<file path="src/rtl/gearbox_pack_arbiter.sv">
// rtl/gearbox_pack_arbiter.sv - packet-granular round-robin arbiter in front of gearbox_packing
//
// Purpose:
//   Shares one gearbox_packing input among N_SRC stream sources. A source wins
//   for a whole packet (up to MAX_BEATS beats). Its beats pass through a single
//   registered stage, tagged with the source id.
//
// Ports:
//   aclk, aresetn               clock, asynchronous active-low reset
//   in_tdata/tkeep/tlast/tvalid per-source beats, source s at slice s
//   in_tready                   per-source ready, at most one bit set
//   out_tdata/tkeep/tlast/tid   registered beat towards the packer
//   out_tvalid/out_tready       output handshake
//   busy                        high while a packet grant is held
//   err_trunc                   one-cycle pulse when a packet is cut at MAX_BEATS
module gearbox_pack_arbiter #(
   parameter int N_SRC     = 4,
   parameter int n         = 10,
   parameter int MAX_BEATS = 64
) (
   input  logic                     aclk,
   input  logic                     aresetn,
   input  logic [N_SRC*n*8-1:0]     in_tdata,
   input  logic [N_SRC*n-1:0]       in_tkeep,
   input  logic [N_SRC-1:0]         in_tlast,
   input  logic [N_SRC-1:0]         in_tvalid,
   output logic [N_SRC-1:0]         in_tready,
   output logic [n*8-1:0]           out_tdata,
   output logic [n-1:0]             out_tkeep,
   output logic                     out_tlast,
   output logic [$clog2(N_SRC)-1:0] out_tid,
   output logic                     out_tvalid,
   input  logic                     out_tready,
   output logic                     busy,
   output logic                     err_trunc
);

   localparam int NB = n * 8;
   localparam int IW = $clog2(N_SRC);
   localparam int CW = $clog2(MAX_BEATS + 1);
   localparam logic [CW-1:0] LAST_CNT = CW'(MAX_BEATS - 1);

   typedef enum logic {S_IDLE, S_GRANT} state_t;

   state_t          r_state;
   state_t          w_state_nxt;
   logic [IW-1:0]   r_gnt;
   logic [IW-1:0]   w_gnt_nxt;
   logic [IW-1:0]   r_rr_ptr;
   logic [IW-1:0]   w_rr_ptr_nxt;
   logic [IW-1:0]   w_rr_inc;
   logic [CW-1:0]   r_beat_cnt;
   logic [CW-1:0]   w_beat_cnt_nxt;

   logic [NB-1:0]   r_out_tdata;
   logic [n-1:0]    r_out_tkeep;
   logic            r_out_tlast;
   logic [IW-1:0]   r_out_tid;
   logic            r_out_tvalid;
   logic            r_err_trunc;

   logic            w_found;
   logic [IW-1:0]   w_pick;
   logic [IW:0]     w_sum;
   logic [IW-1:0]   w_idx;

   logic [NB-1:0]   w_sel_data;
   logic [n-1:0]    w_sel_keep;
   logic            w_sel_last;
   logic            w_sel_valid;

   logic            w_slot_free;
   logic            w_accept;
   logic            w_at_limit;
   logic            w_end;
   logic            w_fwd;
   logic            w_trunc;

   // Rotating search starting at rr_ptr; first valid source wins.
   always_comb begin
      w_found = 1'b0;
      w_pick  = r_rr_ptr;
      w_sum   = '0;
      w_idx   = '0;
      for (int i = 0; i < N_SRC; i++) begin
         w_sum = {1'b0, r_rr_ptr} + (IW+1)'(i);
         if (w_sum >= (IW+1)'(N_SRC)) begin
            w_sum = w_sum - (IW+1)'(N_SRC);
         end
         w_idx = w_sum[IW-1:0];
         if (!w_found && in_tvalid[w_idx]) begin
            w_found = 1'b1;
            w_pick  = w_idx;
         end
      end
   end

   // Select the granted source's beat.
   always_comb begin
      w_sel_data  = '0;
      w_sel_keep  = '0;
      w_sel_last  = 1'b0;
      w_sel_valid = 1'b0;
      for (int s = 0; s < N_SRC; s++) begin
         if (r_gnt == IW'(s)) begin
            w_sel_data  = in_tdata[s*NB +: NB];
            w_sel_keep  = in_tkeep[s*n +: n];
            w_sel_last  = in_tlast[s];
            w_sel_valid = in_tvalid[s];
         end
      end
   end

   // The output register can take a beat if empty or draining this cycle.
   assign w_slot_free = ~r_out_tvalid | out_tready;

   always_comb begin
      in_tready = '0;
      if (r_state == S_GRANT) begin
         for (int s = 0; s < N_SRC; s++) begin
            if (r_gnt == IW'(s)) begin
               in_tready[s] = w_slot_free;
            end
         end
      end
   end

   assign w_accept   = (r_state == S_GRANT) & w_sel_valid & w_slot_free;
   assign w_at_limit = (r_beat_cnt == LAST_CNT);
   assign w_trunc    = w_accept & ~w_sel_last & w_at_limit;
   assign w_end      = w_accept & (w_sel_last | w_at_limit);
   // Empty non-final beats are swallowed; the closing beat always goes out
   // so the packer still sees the packet boundary.
   assign w_fwd      = w_accept & ((|w_sel_keep) | w_sel_last | w_at_limit);
   assign w_rr_inc   = (r_gnt == IW'(N_SRC - 1)) ? '0 : r_gnt + IW'(1);

   always_comb begin
      w_state_nxt    = r_state;
      w_gnt_nxt      = r_gnt;
      w_rr_ptr_nxt   = r_rr_ptr;
      w_beat_cnt_nxt = r_beat_cnt;
      case (r_state)
         S_IDLE: begin
            if (w_found) begin
               w_state_nxt    = S_GRANT;
               w_gnt_nxt      = w_pick;
               w_beat_cnt_nxt = '0;
            end
         end
         S_GRANT: begin
            if (w_end) begin
               w_state_nxt    = S_IDLE;
               w_rr_ptr_nxt   = w_rr_inc;
               w_beat_cnt_nxt = '0;
            end else if (w_accept) begin
               w_beat_cnt_nxt = r_beat_cnt + CW'(1);
            end
         end
         default: begin
            w_state_nxt = S_IDLE;
         end
      endcase
   end

   always_ff @(posedge aclk or negedge aresetn) begin
      if (!aresetn) begin
         r_state    <= S_IDLE;
         r_gnt      <= '0;
         r_rr_ptr   <= '0;
         r_beat_cnt <= '0;
      end else begin
         r_state    <= w_state_nxt;
         r_gnt      <= w_gnt_nxt;
         r_rr_ptr   <= w_rr_ptr_nxt;
         r_beat_cnt <= w_beat_cnt_nxt;
      end
   end

   always_ff @(posedge aclk or negedge aresetn) begin
      if (!aresetn) begin
         r_out_tdata  <= '0;
         r_out_tkeep  <= '0;
         r_out_tlast  <= 1'b0;
         r_out_tid    <= '0;
         r_out_tvalid <= 1'b0;
         r_err_trunc  <= 1'b0;
      end else begin
         r_err_trunc <= w_trunc;
         if (w_fwd) begin
            r_out_tvalid <= 1'b1;
            r_out_tdata  <= w_sel_data;
            r_out_tkeep  <= w_sel_keep;
            r_out_tlast  <= w_sel_last | w_at_limit;
            r_out_tid    <= r_gnt;
         end else if (out_tready) begin
            r_out_tvalid <= 1'b0;
         end
      end
   end

   assign out_tdata  = r_out_tdata;
   assign out_tkeep  = r_out_tkeep;
   assign out_tlast  = r_out_tlast;
   assign out_tid    = r_out_tid;
   assign out_tvalid = r_out_tvalid;
   assign err_trunc  = r_err_trunc;
   assign busy       = (r_state == S_GRANT);

endmodule
</file>
<file path="config.mk">
export PLATFORM = sky130hd
export DESIGN_NAME = gearbox_pack_arbiter
export DESIGN_NICKNAME = d
export VERILOG_FILES = /design/src/rtl/gearbox_pack_arbiter.sv
export SDC_FILE = /design/constraint.sdc
export NUM_CORES = 1
export LEC_CHECK = 0
export BUFFER_PORTS_ARGS = -buffer_cell sky130_fd_sc_hd__buf_2
export CAP_MARGIN = 20
export CORE_AREA = 2 2 183 185
export CTS_BUF_LIST = sky130_fd_sc_hd__clkbuf_8
export CTS_CLUSTER_DIAMETER = 30
export DETAILED_ROUTE_END_ITERATION = 6
export DIE_AREA = 0 0 185 187
export MAX_ROUTING_LAYER = met4
export SETUP_SLACK_MARGIN = 0.05
export SYNTH_ARGS = -nofsm -noshare
export SYNTH_HDL_FRONTEND = slang
export SYNTH_SLANG_ARGS = --single-unit
</file>
<file path="constraint.sdc">
create_clock -name aclk -period 4.2 [get_ports aclk]
set_input_delay 0.84 -clock aclk [delete_from_list [all_inputs] [get_ports aclk]]
set_output_delay 0.84 -clock aclk [all_outputs]
set_load 0.05 [all_outputs]
</file>
# == Yosys cells after proc, flatten, opt, wreduce, memory -nomap -nowiden ==
# Cells that the tools add are included.
# word_totals
latch_bits,0
memories,0
rom_bits,0
regBits,107
inputBits,371
output_inout_bits,100
wordCells,109
ram_bits,0
# op_classes
n_div,0
n_mux,51
mul,0
eq_ne,6
order_cmp,8
addsub,9
n_shift,0
bitwise,13
reduce_logical,12
# op_table
cell,n
two-way mux 80 bit,4
two-way mux 10 bit,4
two-way mux 1 bit,24
two-way mux 7 bit,3
two-way mux 2 bit,9
one-hot mux 7 bit (2 select lines),1
"less-than comparator 2 x 3 -> 1 bit, second input constant",4
OR reduction 10 bit,1
">= comparator 3 bit, second input constant",3
binary-select mux 1 bit (select 2 bit),4
"subtractor 2 x 1 -> 2 bit, second input constant",4
"adder 7 x 1 -> 7 bit, second input constant",1
"equality test 7 x 6 -> 1 bit, second input constant",1
"adder 2 x 2 -> 3 bit, second input constant",2
bitwise AND 1 bit,6
AND reduction 2 bit,3
"equality test 2 bit, second input constant",2
two-way mux 4 bit,1
OR 1 bit,4
"adder 2 x 1 -> 3 bit, second input constant",1
">= comparator 2 x 3 -> 1 bit, second input constant",1
logical AND 1 bit,3
logical NOT 1 bit,3
"!= test 3 x 1 -> 1 bit, second input constant",1
other kinds (7),9

# == Depth between registers and ports, before layout ==
# Gate-level depths: netlist of the first run.
# depth
depth_word,16
depth_mapped,12
ltp_nobuf,8

# == Least setup slack after synthesis of the first run ==
# No wires, ideal clock.
# synth_timing
path_kind,register to output
start,register r_gnt[1]
end,output in_tready[1]
arrival_time_ns,2.100
setup_slack_ns,1.260
n_path_buf,3
stages_incl_launch_ff,7
t_required_ns,3.360
path_cell_list,dfrtp_1 inv_1 ha_1 clkbuf_1 clkbuf_1 clkbuf_1 and3_1
# synth_via
elab_chain_len,3
# synth_rtl
element,line_no,rtl
start: declaration,47,logic [IW-1:0] r_gnt;
start signal: assignment,173,r_gnt <= w_gnt_nxt;
equality test 2 x 1 -> 1 bit,121,if (r_gnt == IW'(s)) begin
two-way mux 1 bit,121,
two-way mux 4 bit,119,if (r_state == S_GRANT) begin
end: declaration,27,"output logic [N_SRC-1:0] in_tready,"
# Every way passes these cells.

# == Worst setup path in the final report of the first run ==
# layout_timing
start,register r_gnt[1]
end,register r_out_tdata[24] (netlist: out_tdata[24])
# layout_via
elab_chain_len,9
elab_cells_between_ends,26
classes_between,eq/ne: 3; mux: 16; bitwise: 5; reduce/logical: 2
# layout_rtl
element,line_no,rtl
logical NOT 2 bit,105,if (r_gnt == IW'(s)) begin
two-way mux 10 bit (4 in series),105,
OR reduction 10 bit,134,assign w_fwd = w_accept & ((|w_sel_keep) | w_sel_last | w_at_limit);
OR 1 bit (2 in series),134,
bitwise AND 1 bit,134,
end signal: assignment,191,r_out_tdata <= w_sel_data;
end: declaration,55,logic [NB-1:0] r_out_tdata;
# Several ways; a longest one is shown, not always the timed one.
# A chain may end at the register's enable or synchronous reset.

==> results of run 1 <==
kinds of logic after synthesis:
kind of cell | share of synthesized area (%)
AO/OA/AOI/OAI | 28.33
XOR/XNOR | 0.6229
adder cells (fa/ha/maj) | 0.8898
buffers and inverters | 5.179
flip-flops | 38.09
multiplexers | 18.88
AND/OR/NAND/NOR | 8.009
metrics by stage:
| step | cells | area (um^2) | total power [W] | hold WS, ps | setup WS (ps) |
|---|---|---|---|---|---|
| global route | 1587 | 10010 | 0.01011 | 458.0 | 351.2 |
| floorplan | 712 | 7030 | 0.007224 | 453.5 | 1260 |
| detailed placement | 1571 | 9778 | 0.008787 | 475.9 | 678.7 |
| finish | 1587 | 10010 | 0.009491 | 448.2 | 611.6 |
| global placement | 1571 | 9778 | 0.008683 | 470.2 | 751.4 |
| CTS | 1587 | 10010 | 0.009576 | 443.0 | 604.3 |
power breakdown:
part	leakage, nW	internal, W	total, W	switching [W]
Clock	0.115	0.000346	0.000742	0.000396
Combinational	3.42	0.00274	0.00691	0.00417
Sequential	1.33	0.00154	0.00184	0.000299
worst max-delay path, cell delays in order (launching register included):
cell and delay (ps):
dfrtp_1 490, inv_1 150, ha_4 580, nor2b_4 220
a221oi_2 310, o22ai_1 170, nor3_1 470, a41oi_4 160
buf_4 390, mux2_4 420
layout by cell type (no fill, tap or decap), drive strengths merged, types with 2 or more instances in the layout:
cell type / n
inv: 12
nand3: 4
and3: 5
buf: 482
o211ai: 2
nand2b: 4
o21ai: 163
nand2: 91
a21oi: 9
a221o: 82
a21o: 2
ha: 5
mux2: 91
o22ai: 14
nor4: 2
o31ai: 2
nor2: 18
dfrtp: 107
a221oi: 9
o221ai: 2
a21boi: 2
clkbuf: 9
bufinv: 2
xnor2: 5
nand4: 3
final cells by class:
type,count,area (um^2)
timing repair buffer,482,2457
sequential,107,2678
inverter,8,30.03
tap,448,560.5
multi-input combinational,526,4053
fill,3532,22860
clock buffer,9,123.9
clock inverter,7,103.9
per-layer routing:
metal,wire [um],vias to the layer above,GRT usage (%)
met4,849,0,5.433
met3,1926,39,2.784
met2,12250,374,24.53
met5,0,-,-
met1,10540,3455,16.78
li1,-,3533,-
synth_stat cells, types with 8 or more instances:
library cell and n:
buf_6 8, dfrtp_1 107, o21ai_0 162, nand2_1 91
o22ai_1 14, clkbuf_1 59, a21oi_1 9, mux2_4 78
a221o_1 82, inv_1 8, mux2_2 11, nor2_1 18
sequential cells by signal, summed over array words and instances, names as in the netlist:
signal      count
err_trunc       1
r_rr_ptr        2
out_tkeep      10
r_gnt           2
r_beat_cnt      7
out_tid         2
out_tdata      80
out_tvalid      1
busy            1
out_tlast       1
worst min path at each step:
| stage | startpoint | endpoint | depth (start not counted) |
|---|---|---|---|
| 2_1_floorplan | r_beat_cnt[6]$_DFFE_PN0P_ | err_trunc$_DFF_PN0_ | 1 |
| 3_3_place_gp | out_tid[0]$_DFFE_PN0P_ | out_tid[0]$_DFFE_PN0P_ | 1 |
| 3_5_place_dp | out_tid[0]$_DFFE_PN0P_ | out_tid[0]$_DFFE_PN0P_ | 1 |
| 4_1_cts | aresetn | out_tdata[73]$_DFFE_PN0P_ | 1 |
| 5_1_grt | aresetn | out_tdata[73]$_DFFE_PN0P_ | 1 |
| 6_report | aresetn | out_tdata[73]$_DFFE_PN0P_ | 1 |
==> results.json, run 1 <==
{
  "rr_startpoint": "r_gnt[1]$_DFFE_PN0P_",
  "vias_per_cell": 4.664,
  "cp-startpoint": "r_gnt[1]$_DFFE_PN0P_",
  "worstSetupEndpointType": "flop",
  "clk_pin_slew_ps": 120,
  "rsz0062_at_grt": "false",
  "routed_wl_mm": 25.56,
  "synth_cell_types": 43,
  "drv_slew": 0,
  "syn_area_per_cell_um2": 9.874,
  "dieArea_um2": 34600,
  "cts.sinks": 107,
  "htreeDepth": 3,
  "maxCapViolCount": 0,
  "syn_to_final_growth_pct": 42.32,
  "initial_utilization_pct": 21.39,
  "cellPowerDensity_nw_per_um2": 948.5,
  "root_buffer": "clkbuf_8",
  "wl_per_cell_um": 16.11,
  "synth_edf_count": 0,
  "cts_tree": "yes",
  "required_ps": 4460,
  "holdBufCountCts": 0,
  "drive_gt1_share_pct": 52.59,
  "crit_path_start_kind": "flop",
  "grt_pass1_vias": 7236,
  "die_h_um": 187,
  "async_reset_ff_share_pct": 100.0,
  "arrival_ps": 3850,
  "antenna_found_initial": 0,
  "cts.repair.resized": 0,
  "path_max_fanout": 53,
  "drt_iter0_drc": 378,
  "worstSetupEndpoint": "out_tdata[24]$_DFFE_PN0P_",
  "gr-total-overflow": 0,
  "fp.coreArea_um2": 32860,
  "port_buffers": 470,
  "hold_violations": 0,
  "rrSetupSlack_ps": 610,
  "synth_area_leader_cell": "dfrtp_1",
  "reg2reg_depth": 9,
  "cts_setup_buffers": 0,
  "tightest_slew_ps": 942.9,
  "grt_max_degree": 87,
  "cts_buffers": 9,
  "syn_nets": 1088,
  "power_leakage_nw": 4.864,
  "grt.total_usage_pct": 14.44,
  "synth.cell_area_um2": 7030,
  "place_congestion": 0.8868,
  "setup_tns_ps": 0,
  "route.detailed.drc": 0,
  "vias": 7401,
  "fp-row-count": 67,
  "ios": 471,
  "worstReg2RegEnd": "out_tdata[24]$_DFFE_PN0P_",
  "drt-pass1-iter-count": 5,
  "synth_area_leaders": "dfrtp_1 (38%), mux2_4 (17%), a221o_1 (12%)",
  "max-clock-path-buffers": 2,
  "postSynthCellCount": 712,
  "setup_viol": 0,
  "period_minus_slack_ps": 3588,
  "nets": 1510,
  "n_antenna_cell": 0,
  "drtAntennaViolNets": 0,
  "min_period_over_period_pct": 85.44,
  "worst_skew_pair.late_latency_ps": 380,
  "fp.dieW_um": 185,
  "finish.utilization_pct": 30.45,
  "skew_ps": 21.66,
  "ys_seq_area_share_pct": 38.09,
  "ys.warnings.count": 0,
  "grt_pass1_wl_mm": 38.47,
  "synth_top_area_share_pct": 38.09,
  "slew_headroom_pct": 37.14,
  "hp-class": "in2async",
  "status": "finished clean",
  "dp_hpwl_mm": 20.01,
  "ys.flop_type": "dfrtp_1",
  "timing.fmax_ghz": 0.2787,
  "synth_seq_cells": 107,
  "crit_type": "reg2reg",
  "peakVddDrop_v": 0.0006566
}
Note: power is estimated with default switching activity, not from simulation.
==> inputs of run 2 (changes only) <==
--- a/config.mk
+++ b/config.mk
@@ -13,7 +13,9 @@
 export DETAILED_ROUTE_END_ITERATION = 6
 export DIE_AREA = 0 0 185 187
 export MAX_ROUTING_LAYER = met4
+export RECOVER_POWER = 25
 export SETUP_SLACK_MARGIN = 0.05
+export SKIP_LAST_GASP = 1
 export SYNTH_ARGS = -nofsm -noshare
 export SYNTH_HDL_FRONTEND = slang
 export SYNTH_SLANG_ARGS = --single-unit
==> results.json, run 2 (same netlist as run 1, synthesis figures left out) <==
{
  "status": "complete, but fails checks",
  "violations": "max-capacitance violations, max-slew violations",
  "initial_utilization_pct": 21.39,
  "wl_per_cell_um": 16.11,
  "die_h_um": 187,
  "grt.total_usage_pct": 14.44,
  "grt_use_met1_pct": 16.78,
  "cts.sinks": 107,
  "holdBufCountCts": 0,
  "preCtsSetupSlack_ps": 678.7,
  "drt-pass1-iter-count": 5,
  "gr-total-overflow": 0,
  "crit_family": "simple AND/OR/NAND/NOR gates",
  "maxCapViolCount": 1,
  "port_buffers": 470,
  "drv_slew": 47,
  "power_leakage_nw": 4.860,
  "worstSetupEndpointType": "flop",
  "fp.dieW_um": 185,
  "peakVddDrop_v": 0.0006566,
  "register_area_um2": 2678,
  "setup_ws_ps": 611.5,
  "worst-path-buf-inv": 2,
  "grt_max_degree": 87,
  "rrSetupSlack_ps": 610,
  "vias_per_cell": 4.661,
  "rr_startpoint": "r_gnt[1]$_DFFE_PN0P_",
  "n_fill_cell": 3531,
  "min_period_over_period_pct": 85.44,
  "cpMaxStageDelayCell": "ha_4",
  "hp-class": "reg2reg",
  "cts_tree": "yes",
  "required_ps": 4460,
  "routed_wl_mm": 25.56,
  "antenna_found_initial": 0,
  "crit_cells": 9,
  "final_cells": 1587,
  "path_cells": "inv_1 > ha_4 > nor2b_4 > a221oi_2 > o22ai_1 > nor3_1 > a41oi_4 > buf_4 > mux2_4",
  "max-clock-path-buffers": 2,
  "nets": 1510,
  "vias": 7397,
  "cpPeakStageDelay_ps": 580,
  "ios": 471,
  "skew_ps": 21.66,
  "timing.fmax_ghz": 0.2787,
  "cts_buffers": 9,
  "reg2reg_depth": 9,
  "period_minus_slack_ps": 3589,
  "cellPowerDensity_nw_per_um2": 948.9,
  "fp-row-count": 67,
  "setup_tns_ps": 0,
  "clk_pin_slew_ps": 120,
  "drive_gt1_share_pct": 52.50,
  "route.detailed.drc": 0,
  "grt_pass1_wl_mm": 38.47,
  "layout_commonest_cell": "buf_2",
  "path_max_fanout": 53,
  "grt_pass1_vias": 7236,
  "met3_usage_pct": 2.784,
  "fp.coreArea_um2": 32860,
  "holdWs_ps": 495.9,
  "cts_setup_buffers": 0,
  "cts.repair.resized": 0,
  "syn_to_final_growth_pct": 42.27,
  "place_congestion": 0.8868,
  "top_usage_layer": "met2",
  "tightest_slew_ps": 2706,
  "use_met2_pct": 24.53,
  "dp_hpwl_mm": 20.01,
  "rsz0062_at_grt": "false",
  "slew_headroom_pct": -80.41,
  "crit_type": "reg2reg",
  "worstSetupEndpoint": "out_tdata[24]$_DFFE_PN0P_",
  "worst_skew_pair.late_latency_ps": 380,
  "htreeDepth": 3,
  "hold_violations": 0,
  "multi_input_area_um2": 4053,
  "place_inst": 1571,
  "root_buffer": "clkbuf_8",
  "drt_iter0_drc": 378,
  "crit_path_start_kind": "flop",
  "cp-startpoint": "r_gnt[1]$_DFFE_PN0P_",
  "setup_viol": 0,
  "mostFrequentLayoutCells": "buf_2 (469), o21ai_0 (162), dfrtp_1 (107)",
  "worstReg2RegEnd": "out_tdata[24]$_DFFE_PN0P_",
  "dieArea_um2": 34600,
  "arrival_ps": 3850,
  "largest_reg_flops": 80,
  "drtAntennaViolNets": 0,
  "n_antenna_cell": 0
}
-- run 2: report_power, final --
part	internal (W)	leakage [nW]	switching [W]	total, W
logic	0.00274	3.42	0.00417	0.00691
registers	0.00154	1.33	0.000299	0.00184
clock network	0.000346	0.115	0.000396	0.000742
-- run 2: metal layers --
| metal | vias to the layer above | wire (um) |
|---|---|---|
| li1 | 3533 | - |
| met2 | 372 | 12240 |
| met1 | 3453 | 10550 |
| met3 | 39 | 1917 |
| met4 | 0 | 849 |
| met5 | - | 0 |
-- run 2: layout make-up --
| cell class | instances | share of cell area, % |
|---|---|---|
| clock buffer | 9 | 1.238 |
| inverter | 8 | 0.3002 |
| multi-input combinational | 526 | 40.52 |
| timing repair buffer | 482 | 24.53 |
| clock inverter | 7 | 1.038 |
| tap | 448 | 5.604 |
| sequential | 107 | 26.77 |
-- run 2: how the worst min path moves through the flow --
stage	start	to	depth (start not counted)	slack, ps
2_1_floorplan	r_beat_cnt[6]$_DFFE_PN0P_	err_trunc$_DFF_PN0_	1	450
3_3_place_gp	out_tid[0]$_DFFE_PN0P_	out_tid[0]$_DFFE_PN0P_	1	470
3_5_place_dp	out_tid[0]$_DFFE_PN0P_	out_tid[0]$_DFFE_PN0P_	1	480
4_1_cts	aresetn	out_tdata[73]$_DFFE_PN0P_	1	440
5_1_grt	out_tdata[73]$_DFFE_PN0P_	out_tdata[73]$_DFFE_PN0P_	1	530
6_report	out_tid[0]$_DFFE_PN0P_	out_tid[0]$_DFFE_PN0P_	1	500
-- run 2: stage by stage --
stage / utilization, % / instance area [um^2] / total power [W]
3_3_place_gp: 29.76 / 9778 / 0.008683
3_5_place_dp: 29.76 / 9778 / 0.008787
6_report: 30.44 / 10000 / 0.009491
2_1_floorplan: - / 7030 / 0.007224
4_1_cts: 30.45 / 10010 / 0.009576
5_1_grt: 30.44 / 10000 / 0.01011
==> inputs of run 3 (changes only) <==
--- a/config.mk
+++ b/config.mk
@@ -7,13 +7,12 @@
 export LEC_CHECK = 0
 export BUFFER_PORTS_ARGS = -buffer_cell sky130_fd_sc_hd__buf_2
 export CAP_MARGIN = 20
-export CORE_AREA = 2 2 183 185
-export CTS_BUF_LIST = sky130_fd_sc_hd__clkbuf_8
+export CORE_AREA = 2 2 185 187
 export CTS_CLUSTER_DIAMETER = 30
 export DETAILED_ROUTE_END_ITERATION = 6
-export DIE_AREA = 0 0 185 187
+export DIE_AREA = 0 0 187 189
 export MAX_ROUTING_LAYER = met4
-export RECOVER_POWER = 25
+export RECOVER_POWER = 100
 export SETUP_SLACK_MARGIN = 0.05
 export SKIP_LAST_GASP = 1
 export SYNTH_ARGS = -nofsm -noshare
==> results.json, run 3 (same netlist as run 1, synthesis figures left out) <==
{
  "status": "complete, but fails checks",
  "violations": "max-capacitance violations, max-slew violations",
  "peakVddDrop_v": 0.0004074,
  "drt_iter0_drc": 255,
  "hold-path-cell-count": 1,
  "setup_viol": 0,
  "hold_violations": 0,
  "routed_wl_mm": 26.94,
  "wl_met1_mm": 10.97,
  "vias": 7410,
  "fp-row-count": 67,
  "root_buffer": "clkbuf_16",
  "port_buffers": 470,
  "min_period_over_period_pct": 85.49,
  "drive_gt1_share_pct": 36.96,
  "antenna_found_initial": 1,
  "initial_utilization_pct": 21.12,
  "setup_tns_ps": 0,
  "finish.utilization_pct": 29.06,
  "clk_pin_slew_ps": 80,
  "layout_commonest_cell": "buf_2",
  "dieArea_um2": 35340,
  "nets": 1510,
  "grt.total_usage_pct": 14.98,
  "timing.fmax_ghz": 0.2785,
  "slew_headroom_pct": -68.12,
  "tightest_slew_ps": 2522,
  "fp.dieW_um": 187,
  "dr_wl_met3_mm": 2.193,
  "drtAntennaViolNets": 0,
  "met2_length_mm": 12.91,
  "crit_path_start_kind": "flop",
  "mostFrequentLayoutCells": "buf_2 (371), o21ai_0 (162), dfrtp_1 (107)",
  "cts.repair.resized": 0,
  "dp_hpwl_mm": 20.92,
  "route.detailed.drc": 0,
  "gr-total-overflow": 0,
  "skew_ps": 15.14,
  "maxCapViolCount": 1,
  "worst_skew_pair.late_latency_ps": 360,
  "largest_reg_flops": 80,
  "max-clock-path-buffers": 2,
  "crit_type": "reg2out",
  "path_max_fanout": 88,
  "cts_setup_buffers": 0,
  "grt_pass1_vias": 7286,
  "cts_tree": "yes",
  "hp-class": "reg2reg",
  "wl_per_cell_um": 16.97,
  "cts_buffers": 9,
  "required_ps": 3360,
  "drt-pass1-iter-count": 5,
  "syn_to_final_growth_pct": 37.55,
  "placed_area_um2": 9778,
  "stdcell_area_um2": 9671,
  "cts.sinks": 107,
  "htreeDepth": 3,
  "reg2reg_depth": 9,
  "highest_layer": "met4",
  "rsz0062_at_grt": "false",
  "arrival_ps": 2750,
  "place_congestion": 0.9036,
  "drv_slew": 47,
  "cellPowerDensity_nw_per_um2": 908.9,
  "power_leakage_nw": 4.362,
  "fp.coreArea_um2": 33280,
  "ios": 471,
  "grt_max_degree": 93,
  "vias_per_cell": 4.666,
  "period_minus_slack_ps": 3591,
  "worstSetupEndpointType": "output pin",
  "die_h_um": 189,
  "holdBufCountCts": 0,
  "grt_pass1_wl_mm": 40.79
}
==> run 3: final timing paths <==
| path | endpoint | slack, ps | from |
|---|---|---|---|
| setup / recovery | in_tready[3] | 610 | r_gnt[0]$_DFFE_PN0P_ |
| hold / removal | out_tdata[36]$_DFFE_PN0P_ | 490 | out_tdata[36]$_DFFE_PN0P_ |
| setup reg to reg | out_tdata[41]$_DFFE_PN0P_ | 640 | r_gnt[0]$_DFFE_PN0P_ |
| hold reg to reg | out_tdata[36]$_DFFE_PN0P_ | 490 | out_tdata[36]$_DFFE_PN0P_ |
| max in group asynchronous | out_tdata[27]$_DFFE_PN0P_ | 1030 | aresetn |
| min in group asynchronous | r_beat_cnt[0]$_DFFE_PN0P_ | 1260 | aresetn |
==> run 3: through the flow <==
step / total power, W / setup WS (ps) / hold WS [ps] / cells
detailed placement: 0.008831 / 677.3 / 476.8 / 1571
floorplan: 0.007224 / 1260 / 453.5 / 712
global route: 0.009441 / 335.8 / 510.8 / 1588
global placement: 0.008729 / 794.7 / 467.3 / 1571
finish: 0.008790 / 609.4 / 487.6 / 1588
CTS: 0.009808 / 655.2 / 498.6 / 1587
==> run 3: final cells by class <==
class	count	area [um^2]
Antenna cell	1	2.502
Clock buffer	9	225.2
Clock inverter	7	93.84
Fill cell	3658	23610
Inverter	8	30.03
Multi-Input combinational cell	526	3760
Sequential cell	107	2678
Tap cell	448	560.5
Timing Repair Buffer	482	2321
==> run 3: critical path, stage by stage (launching register included) <==
cell and delay [ps]:
dfrtp_1 530, ha_4 220, clkbuf_2 1040, and3_1 300, buf_2 260
==> run 3: routing by layer <==
layer / up-vias / GRT usage [%]
li1: 3542 / -
met1: 3417 / 17.58
met2: 406 / 24.84
met3: 45 / 3.818
met4: 0 / 5.433
met5: - / -
==> run 3: power by group <==
part	switching [W]	internal [W]	total (W)
clock	0.000434	0.000480	0.000914
combinational	0.00410	0.00195	0.00605
sequential	0.000286	0.00154	0.00183
total	0.00482	0.00397	0.00879
